<file path="src/rtl/dec_3_if.sv">
// Valid/ready bundle for dec_3: vector/weight/bias input side and result output side.
// The slave modport is the decoder. The master modport is the neighbouring stage or the bench.
interface dec_3_if #(
   parameter int BITSIZE = 16,
   parameter int N       = 6
);
   logic                   in_valid;
   logic                   in_ready;
   logic [BITSIZE*N-1:0]   x;
   logic [BITSIZE*N-1:0]   w;
   logic [BITSIZE-1:0]     b;
   logic                   out_valid;
   logic                   out_ready;
   logic [BITSIZE-1:0]     y;
   logic                   busy;

   modport slave (
      input  in_valid, x, w, b, out_ready,
      output in_ready, out_valid, y, busy
   );

   modport master (
      output in_valid, x, w, b, out_ready,
      input  in_ready, out_valid, y, busy
   );
endinterface

</file>
<file path="src/rtl/dec_3.sv">
// dec_3: y = sum(x[i]*w[i]) + b using one shared signed MAC over N cycles, with valid/ready on both ends.
// Optional macro DEC_3_SAT_EN clamps the final result to the BITSIZE signed range instead of wrapping.
module dec_3 #(
   parameter int BITSIZE = 16,
   parameter int FRAC    = 8,
   parameter int N       = 6
) (
   input  logic   clk,
   input  logic   reset,
   dec_3_if.slave bus
);
   localparam int ACC_W  = 2*BITSIZE + 3;
   localparam int PROD_W = 2*BITSIZE;
   localparam int RES_W  = ACC_W - FRAC;
   localparam int IDX_W  = $clog2(N);
   localparam logic [IDX_W-1:0] LAST_IDX = IDX_W'(N-1);

   typedef enum logic [1:0] {
      IDLE = 2'd0,
      MAC  = 2'd1,
      DONE = 2'd2
   } state_t;

   state_t                    r_state;
   state_t                    w_state_next;
   logic signed [BITSIZE-1:0] r_x [N];
   logic signed [BITSIZE-1:0] r_w [N];
   logic signed [BITSIZE-1:0] r_b;
   logic signed [ACC_W-1:0]   r_acc;
   logic [IDX_W-1:0]          r_idx;
   logic [BITSIZE-1:0]        r_y;
   logic                      r_out_valid;
   logic                      r_in_ready;
   logic                      r_busy;

   logic signed [PROD_W-1:0]  w_prod;
   logic signed [ACC_W-1:0]   w_prod_ext;
   logic signed [ACC_W-1:0]   w_acc_sum;
   logic signed [ACC_W-1:0]   w_bias_acc;
   logic signed [RES_W-1:0]   w_res;
   logic [BITSIZE-1:0]        w_y_final;
   logic                      w_last;

   // Clamp to the signed BITSIZE range: in range when all bits above the result sign agree with it.
   function automatic logic [BITSIZE-1:0] sat_res(input logic [RES_W-1:0] v);
      logic [BITSIZE-1:0] res;
      if (v[RES_W-1:BITSIZE-1] == {(RES_W-BITSIZE+1){v[RES_W-1]}}) begin
         res = v[BITSIZE-1:0];
      end else if (v[RES_W-1]) begin
         res = {1'b1, {(BITSIZE-1){1'b0}}};
      end else begin
         res = {1'b0, {(BITSIZE-1){1'b1}}};
      end
      return res;
   endfunction

   function automatic logic [BITSIZE-1:0] wrap_res(input logic [RES_W-1:0] v);
      return v[BITSIZE-1:0];
   endfunction

   assign w_prod     = r_x[r_idx] * r_w[r_idx];
   assign w_prod_ext = {{(ACC_W-PROD_W){w_prod[PROD_W-1]}}, w_prod};
   assign w_acc_sum  = r_acc + w_prod_ext;
   assign w_bias_acc = {{(ACC_W-BITSIZE-FRAC){bus.b[BITSIZE-1]}}, bus.b, {FRAC{1'b0}}};
   // The slice equals an arithmetic shift right by FRAC, so rounding is toward -inf.
   assign w_res      = w_acc_sum[ACC_W-1:FRAC];
   assign w_last     = (r_idx == LAST_IDX);

`ifdef DEC_3_SAT_EN
   assign w_y_final = sat_res(w_res);
`else
   assign w_y_final = wrap_res(w_res);
`endif

   // State register
   always_ff @(posedge clk or negedge reset) begin
      if (!reset) begin
         r_state <= IDLE;
      end else begin
         r_state <= w_state_next;
      end
   end

   // Next-state decode
   always_comb begin
      w_state_next = r_state;
      case (r_state)
         IDLE: begin
            if (bus.in_valid) begin
               w_state_next = MAC;
            end else begin
               w_state_next = IDLE;
            end
         end
         MAC: begin
            if (w_last) begin
               w_state_next = DONE;
            end else begin
               w_state_next = MAC;
            end
         end
         DONE: begin
            if (bus.out_ready) begin
               w_state_next = IDLE;
            end else begin
               w_state_next = DONE;
            end
         end
         default: w_state_next = IDLE;
      endcase
   end

   // Operand capture and accumulation datapath
   always_ff @(posedge clk or negedge reset) begin
      if (!reset) begin
         for (int i = 0; i < N; i++) begin
            r_x[i] <= {BITSIZE{1'b0}};
            r_w[i] <= {BITSIZE{1'b0}};
         end
         r_b   <= {BITSIZE{1'b0}};
         r_acc <= {ACC_W{1'b0}};
         r_idx <= {IDX_W{1'b0}};
         r_y   <= {BITSIZE{1'b0}};
      end else begin
         case (r_state)
            IDLE: begin
               if (bus.in_valid) begin
                  for (int i = 0; i < N; i++) begin
                     r_x[i] <= bus.x[BITSIZE*i +: BITSIZE];
                     r_w[i] <= bus.w[BITSIZE*i +: BITSIZE];
                  end
                  r_b   <= bus.b;
                  r_acc <= w_bias_acc;
                  r_idx <= {IDX_W{1'b0}};
               end
            end
            MAC: begin
               r_acc <= w_acc_sum;
               r_idx <= r_idx + 1'b1;
               if (w_last) begin
                  r_y <= w_y_final;
               end
            end
            DONE: begin
               r_acc <= r_acc;
            end
            default: begin
               r_idx <= {IDX_W{1'b0}};
            end
         endcase
      end
   end

   // Handshake outputs registered from the upcoming state
   always_ff @(posedge clk or negedge reset) begin
      if (!reset) begin
         r_in_ready  <= 1'b1;
         r_out_valid <= 1'b0;
         r_busy      <= 1'b0;
      end else begin
         r_in_ready  <= (w_state_next == IDLE);
         r_out_valid <= (w_state_next == DONE);
         r_busy      <= (w_state_next != IDLE);
      end
   end

   assign bus.in_ready  = r_in_ready;
   assign bus.out_valid = r_out_valid;
   assign bus.busy      = r_busy;
   assign bus.y         = r_y;
endmodule
</file>
<file path="src/flat_wrapper.sv">
// flat-port wrapper written by rule: the top's interface ports become plain ports
module dec_3_flat 
#(
   parameter int BITSIZE = 16,
   parameter int FRAC    = 8,
   parameter int N       = 6
)
  (clk, reset, bus_in_valid, bus_x, bus_w, bus_b, bus_out_ready, bus_in_ready, bus_out_valid, bus_y, bus_busy);
  dec_3_if #(.BITSIZE(BITSIZE), .N(N)) bus_i ();
  input  logic clk;
  input  logic reset;
  input wire logic [$bits(bus_i.in_valid)-1:0] bus_in_valid;
  input wire logic [$bits(bus_i.x)-1:0] bus_x;
  input wire logic [$bits(bus_i.w)-1:0] bus_w;
  input wire logic [$bits(bus_i.b)-1:0] bus_b;
  input wire logic [$bits(bus_i.out_ready)-1:0] bus_out_ready;
  output wire logic [$bits(bus_i.in_ready)-1:0] bus_in_ready;
  output wire logic [$bits(bus_i.out_valid)-1:0] bus_out_valid;
  output wire logic [$bits(bus_i.y)-1:0] bus_y;
  output wire logic [$bits(bus_i.busy)-1:0] bus_busy;
  assign bus_i.in_valid = bus_in_valid;
  assign bus_i.x = bus_x;
  assign bus_i.w = bus_w;
  assign bus_i.b = bus_b;
  assign bus_i.out_ready = bus_out_ready;
  assign bus_in_ready = bus_i.in_ready;
  assign bus_out_valid = bus_i.out_valid;
  assign bus_y = bus_i.y;
  assign bus_busy = bus_i.busy;
  dec_3 #(.BITSIZE(BITSIZE), .FRAC(FRAC), .N(N)) u_core (.clk(clk), .reset(reset), .bus(bus_i));
endmodule
</file>
<file path="config.mk">
export PLATFORM = sky130hd
export DESIGN_NAME = dec_3_flat
export DESIGN_NICKNAME = d
export VERILOG_FILES = /design/src/rtl/dec_3_if.sv /design/src/rtl/dec_3.sv /design/src/flat_wrapper.sv
export SDC_FILE = /design/constraint.sdc
export NUM_CORES = 1
export LEC_CHECK = 0
export ABC_AREA = 1
export CELL_PAD_IN_SITES_DETAIL_PLACEMENT = 1
export CELL_PAD_IN_SITES_GLOBAL_PLACEMENT = 1
export CORE_ASPECT_RATIO = 0.9
export CORE_MARGIN = 4
export CORE_UTILIZATION = 25
export CTS_CLUSTER_SIZE = 20
export DETAILED_ROUTE_END_ITERATION = 6
export PLACE_DENSITY_LB_ADDON = 0.1
export SETUP_SLACK_MARGIN = 0.02
export SLEW_MARGIN = 20
export SYNTH_ARGS = -nofsm -noshare
export SYNTH_HDL_FRONTEND = slang
export SYNTH_SLANG_ARGS = --single-unit
</file>
<file path="constraint.sdc">
create_clock -name clk -period 18.9 [get_ports clk]
set_clock_uncertainty 0.15 [all_clocks]
set_input_delay 3.78 -clock clk [delete_from_list [all_inputs] [get_ports clk]]
set_output_delay 3.78 -clock clk [all_outputs]
set_load 0.01 [all_outputs]
</file>
==> results of run 1 <==
==> kinds of logic after synthesis <==
group,synth area share
AO/OA/AOI/OAI,0.0666
XOR/XNOR,0.00893
adder cells (fa/ha/maj),0.266
buffers and inverters,0.124
flip-flops,0.306
AND/OR/NAND/NOR,0.228
==> routing by layer <==
metal | global-route usage | share of wire | vias up
li1 | - | - | 7908
met1 | 0.243 | 0.48 | 8303
met2 | 0.303 | 0.48 | 194
met3 | 0.0154 | 0.025 | 47
met4 | 0.0251 | 0.015 | 0
met5 | 0 | 0 | -
==> metrics by stage <==
step / instance area (µm²) / worst slack [ns] / std cells / hold WS [ns] / utilization
finish: 23900 / 10.28 / 3804 / 0.318 / 0.308
global route: 23900 / 9.63 / 3804 / 0.337 / 0.308
CTS: 23900 / 10.15 / 3804 / 0.318 / 0.307
detailed placement: 22900 / 10.16 / 3752 / 0.303 / 0.295
global placement: 22900 / 10.36 / 3752 / 0.299 / 0.295
floorplan: 19600 / 12.06 / 2578 / 0.284 / -
==> area by class of cell <==
type                            count  area (µm²)
Fill cell                        9364       53900
Multi-Input combinational cell   1701       11200
Sequential cell                   240        6010
Timing Repair Buffer              246        2440
Inverter                          526        1980
Tap cell                         1039        1300
Clock buffer                       45         888
Clock inverter                      7        95.1
==> final timing paths <==
path                       slack, ns             from  depth (start not counted)               end
max                            10.28  u_core.r_idx[0]                         27  u_core.r_acc[23]
max reg2reg                    10.28  u_core.r_idx[0]                         27  u_core.r_acc[23]
min                             0.32   u_core.r_x[65]                          2    u_core.r_x[65]
max in group asynchronous      13.24            reset                          3    u_core.r_w[93]
min in group asynchronous       3.04            reset                          1  u_core.bus.y[11]
min reg2reg                     0.32   u_core.r_x[65]                          2    u_core.r_x[65]
==> registers in the layout (all words and copies together), names as in the netlist <==
name,count
u_core.bus.busy,1
u_core.bus.in_ready,1
u_core.bus.out_valid,1
u_core.bus.y,16
u_core.r_acc,24
u_core.r_idx,3
u_core.r_state,2
u_core.r_w,96
u_core.r_x,96
==> layout by cell type, fill, tap and decap left out, drive strengths merged, types with 4 or more instances in the layout <==
master | Yosys | routed
nand2 | 954 | 954
inv | 522 | 523
dfrtp | 239 | 239
clkdlybuf4s50 | 0 | 229
fa | 209 | 209
o21ai | 160 | 160
nor2 | 137 | 137
ha | 83 | 83
clkbuf | 76 | 45
nand3 | 44 | 44
a21oi | 31 | 31
buf | 35 | 17
o22ai | 16 | 16
xor2 | 11 | 11
o211ai | 10 | 10
xnor2 | 9 | 9
nand4 | 7 | 7
clkinv | 4 | 7
a22o | 5 | 5
or2 | 4 | 4
o31ai | 4 | 4
==> critical path: stages (launching register included) <==
cell and delay [ns]:
dfrtp_4 0.72, clkinv_2 0.44, buf_4 0.68, nor2_1 0.12, o21ai_2 0.86, nand2_1 0.25
fa_1 0.78, fa_1 0.53, fa_1 0.51, fa_1 0.56, fa_1 0.44, fa_1 0.55
inv_1 0.06, ha_1 0.34, inv_1 0.09, nor3_1 0.37, nand2_1 0.11, nor2_1 0.12
nand2_1 0.05, and3_1 0.20, inv_1 0.05, nand2_1 0.05, nand2_1 0.09, nand2_1 0.06
nand2_1 0.11, nand2_1 0.05, nand2_1 0.07, nand2_1 0.05
==> flow_summary_export.csv, run 1 <==
group,metric,value,unit
worst_setup_path,setup.worst_path.class,"reg -> reg",
sta,timing.final.hold_violations,0,
placement,detailed_place_hpwl,55200,µm
clock_network,clk_path_buf_depth,3,
sta,final.setup.tns,0,ns
synth,synth_nets,3082,
global_routing,grt_remaining_overflow,0,
synth,synth_area_per_cell,7.61,µm²
worst_setup_path,crit_fanout,67,
drt,via_total_after_detailed_routing,16500,
clock_network,cts_resized,0,
floorplan,row_count,97,
sta,report.final.slew_viol_count,0,
floorplan,io_pins,231,
worst_setup_path,cp_data_arrival_time,8.94,ns
clock_network,sink_count,240,
sta,timing.final.crit_share,0.456,
worst_setup_path,critical_path.startpoint_type,"register",
global_routing,grt_first_pass_wirelength,112000,µm
sta,timing_worst_slew_pin_value,1.11,ns
run,drv.max_cap_violation_count,0,
clock_network,cts_buffers,31,
layout,flow.area_growth_from_synthesis,22.0,%
synth,netlist.top_cell.by_area,"dfrtp_1",
drt,vias_per_cell,4.32,
floorplan,dieHeight,274,µm
worst_setup_path,crit_required,19.22,ns
drt,post_drt_wl_per_cell,18.8,µm
clock_network,cts_hold_buf,0,
drt,drcViolationCount,0,
layout,net_count_final,3250,
sta,number_of_endpoints_failing_setup_at_the_final_stage,0,
floorplan,floorplan.initialDensity,0.252,
layout,num_antenna_cells,0,
synth,synthTopCellsByArea,"dfrtp_1, fa_1, nand2_1, inv_1, ha_1",
synth,seq_area_frac_synth,0.306,
run_status,outcome,"finished clean",
sta,slew_headroom,0.261,
sta,setup_repair_after_global_routing_missed_its_margin,"false",
drt,detailedRoute.firstIterationViolations,783,
sta,clock.fmax,116,MHz
placement,gp_routability_congestion,0.802,
worst_hold_path,timing.hold.worst.class,"reg -> reg",
clock_network,clkLatencyLatePin,0.59,ns
global_routing,antenna_found_initial,0,
synth,synthCells,2578,
floorplan,die_width,303,µm
synth,yosysTopAreaCellShare,0.305,
floorplan,fp.dieArea,0.0830,mm²
synth,synthesis.area,0.0196,mm²
clock_network,cts-htree-levels,1,
floorplan,floorplan_core_area,0.0778,mm²
clock_network,tritoncts_clock_tree,"yes",
placement,placement.io_buffers,230,
worst_setup_path,critPathCaptureType,"register",
synth,synth.top_cells.by_count,"nand2_1, inv_1, dfrtp_1, fa_1, nor2_1",
synth,postSynthRegisterBits,240,
drt,drtPass1Iterations,5,
global_routing,grt_pass1_vias,18700,
synth,asr_flop_ratio_synth,1.00,
drt,route.antenna.remaining_nets,0,
drt,finalWirelength,71600,µm
clock_network,clk_pin_slew,0.06,ns
clock_network,clk_root_buffer_cell,"clkbuf_16",
sta,final.min_clock_period,8.62,ns
synth,ys_warn_count,0,
synth,synth_unique_cells,43,
synth,top_count_cell_post_synth,"nand2_1",
global_routing,grt_max_degree,173,
clock_network,cts.repair_timing.setup_buffer_count,0,
global_routing,grt.total_usage,0.175,
synth,synth_ff_type,"dfrtp_1",
synth,synth_edf_count,0,
layout,final_layout_size_suffix_gt1_frac,0.0369,
Power of run 1 is left out: the tool's default activity adds up to more than one toggle a clock period on the data nets, which glitch-free logic cannot reach.
==> run 2: changes to the inputs <==
==> constraint.sdc (replaced) <==
create_clock -name clk -period 7.55 [get_ports clk]
set_clock_uncertainty 0.15 [all_clocks]
set_input_delay 1.51 -clock clk [delete_from_list [all_inputs] [get_ports clk]]
set_output_delay 1.51 -clock clk [all_outputs]
set_load 0.01 [all_outputs]
==> run 2 against run 1 <==
  * Sequential cell count unchanged
  * Sequential share of layout area decreased by 0.60 points
  * Critical path type unchanged
  * Die area unchanged
  * Hold slack got worse by 0.0066 ns
  * Count of clock-buffer cells in the layout increased by 4
  * Final cell count increased by 1.3%
  * Utilization increased by 0.75 points
  * Maximum frequency increased by 22%
  * Register-to-register slack got worse by 9.8 ns
  * Setup slack got worse by 9.8 ns
  * Design area increased by 2.4%
  * Via count increased by 1.2%
==> flow_summary_export.csv, run 2 (synthesis gave the netlist of run 1 again) <==
group,metric,value,unit
run_status,outcome,"finished clean",
global_routing,grt_remaining_overflow,0,
clock_network,clk_root_buffer_cell,"clkbuf_16",
worst_setup_path,cpMostUsedCell,"nand2_1",
worst_setup_path,crit_fanout,23,
sta,slew_headroom,0.311,
clock_network,cts_hold_buf,0,
floorplan,floorplan.initialDensity,0.252,
floorplan,fp.dieArea,0.0830,mm²
worst_setup_path,reg2regPathDepth,31,
worst_setup_path,cell_with_the_largest_stage_delay_on_the_worst_path,"fa_2",
placement,placement.io_buffers,230,
clock_network,cts-htree-levels,1,
global_routing,grt.total_usage,0.178,
floorplan,io_pins,231,
floorplan,floorplan_core_area,0.0778,mm²
clock_network,sink_count,240,
clock_network,clkLatencyLatePin,0.58,ns
clock_network,tritoncts_clock_tree,"yes",
layout,flow.area_growth_from_synthesis,24.9,%
layout,post-route-util,0.315,
worst_hold_path,timing.hold.worst.class,"reg -> reg",
drt,via_total_after_detailed_routing,16600,
drt,detailedRoute.firstIterationViolations,753,
drt,drtPass1Iterations,5,
floorplan,dieHeight,274,µm
sta,timing_worst_slew_pin_value,1.03,ns
run,drv.max_cap_violation_count,0,
sta,report.final.slew_viol_count,0,
sta,number_of_endpoints_failing_setup_at_the_final_stage,0,
drt,vias_per_cell,4.32,
worst_setup_path,setup.worst_path.class,"reg -> reg",
drt,finalWirelength,72700,µm
layout,mostFrequentLayoutCell,"nand2_1",
sta,timing.final.crit_share,0.933,
sta,setup_repair_after_global_routing_missed_its_margin,"true",
sta,final.setup.tns,0,ns
worst_hold_path,hold_depth,2,
worst_setup_path,critPathCaptureType,"register",
layout,layout_top_registers,"u_core.r_w: 96 flops, u_core.r_x: 96 flops, u_core.r_acc: 24 flops",
layout,mostFrequentLayoutCells,"nand2_1, inv_1, dfrtp_1",
placement,gp_routability_congestion,0.814,
floorplan,row_count,97,
floorplan,die_width,303,µm
layout,final_layout_size_suffix_gt1_frac,0.0575,
sta,finalHoldWorstSlack,0.311,ns
worst_setup_path,critical_path.startpoint_type,"register",
global_routing,antenna_found_initial,0,
clock_network,clk_pin_slew,0.06,ns
sta,final.min_clock_period,7.04,ns
drt,route.antenna.remaining_nets,0,
layout,net_count_final,3296,
clock_network,cts_buffers,30,
sta,clock.fmax,142,MHz
global_routing,grt_first_pass_wirelength,113000,µm
layout,num_antenna_cells,0,
clock_network,clk_path_buf_depth,3,
worst_setup_path,cp_data_arrival_time,7.36,ns
worst_setup_path,critPathMaxStageDelay,0.70,ns
placement,detailed_place_hpwl,57600,µm
drt,drcViolationCount,0,
worst_setup_path,crit_required,7.87,ns
global_routing,grt_pass1_vias,19000,
sta,timing.final.hold_violations,0,
global_routing,grt_max_degree,165,
drt,post_drt_wl_per_cell,18.9,µm
run 2: layout make-up:
class                      instances  area, µm²
clock inverter                     7       81.3
inverter                         526       2000
timing repair buffer             293       2940
clock buffer                      49        932
fill                            9417      53300
sequential                       240       6010
multi-input combinational       1701      11200
tap                             1039       1300
run 2: path summary, 6_finish.rpt:
kind	from	to	slack, ns
min in group asynchronous	reset	u_core.bus.y[7]	0.76
max in group asynchronous	reset	u_core.r_x[5]	4.97
min reg2reg	u_core.r_x[67]	u_core.r_x[67]	0.31
max	u_core.r_idx[0]	u_core.r_acc[23]	0.51
max reg2reg	u_core.r_idx[0]	u_core.r_acc[23]	0.51
min	u_core.r_x[67]	u_core.r_x[67]	0.31
run 2: layer usage:
metal  GRT usage  part of all wire  up-vias
li1            -                 -     8010
met3      0.0199             0.029       68
met5           0                 0        -
met2       0.302              0.48      200
met4      0.0337             0.021        0
met1       0.246              0.48     8367
run 2: what timing repair did:
action | CTS | global route
gates resized for setup | 0 | 37
buffers inserted | 0 | 5
setup endpoints to repair | 0 | 16
run 2: worst max-delay path: cells and delay by family (launching register included):
family	cells	cell delay, ns
simple gates	15	1.53
buf+inv	6	0.63
compound gates	3	0.50
fa+ha+maj	7	3.55
flops	1	0.54
run 2: stage by stage:
step,setup slack [ns],instances,cell area (µm²)
final,0.506,3855,24500
after global routing,0.0101,3855,24500
after CTS,0.0835,3848,24300
after detailed placement,0.169,3792,23300
after global placement,0.229,3792,23300
after floorplan,0.706,2578,19600
Power of run 2 is left out for the same reason.
==> run 3: changes to the inputs <==
--- a/config.mk
+++ b/config.mk
@@ -11,8 +11,9 @@
 export CORE_ASPECT_RATIO = 0.9
 export CORE_MARGIN = 4
 export CORE_UTILIZATION = 25
-export CTS_CLUSTER_SIZE = 20
+export CTS_CLUSTER_SIZE = 14
 export DETAILED_ROUTE_END_ITERATION = 6
+export GPL_TIMING_DRIVEN = 1
 export PLACE_DENSITY_LB_ADDON = 0.1
 export SETUP_SLACK_MARGIN = 0.02
 export SLEW_MARGIN = 20
==> results of run 3 <==
Same layout as run 2: the final DEF is identical, and so are final timing and power.
Power of run 3 is left out for the same reason.
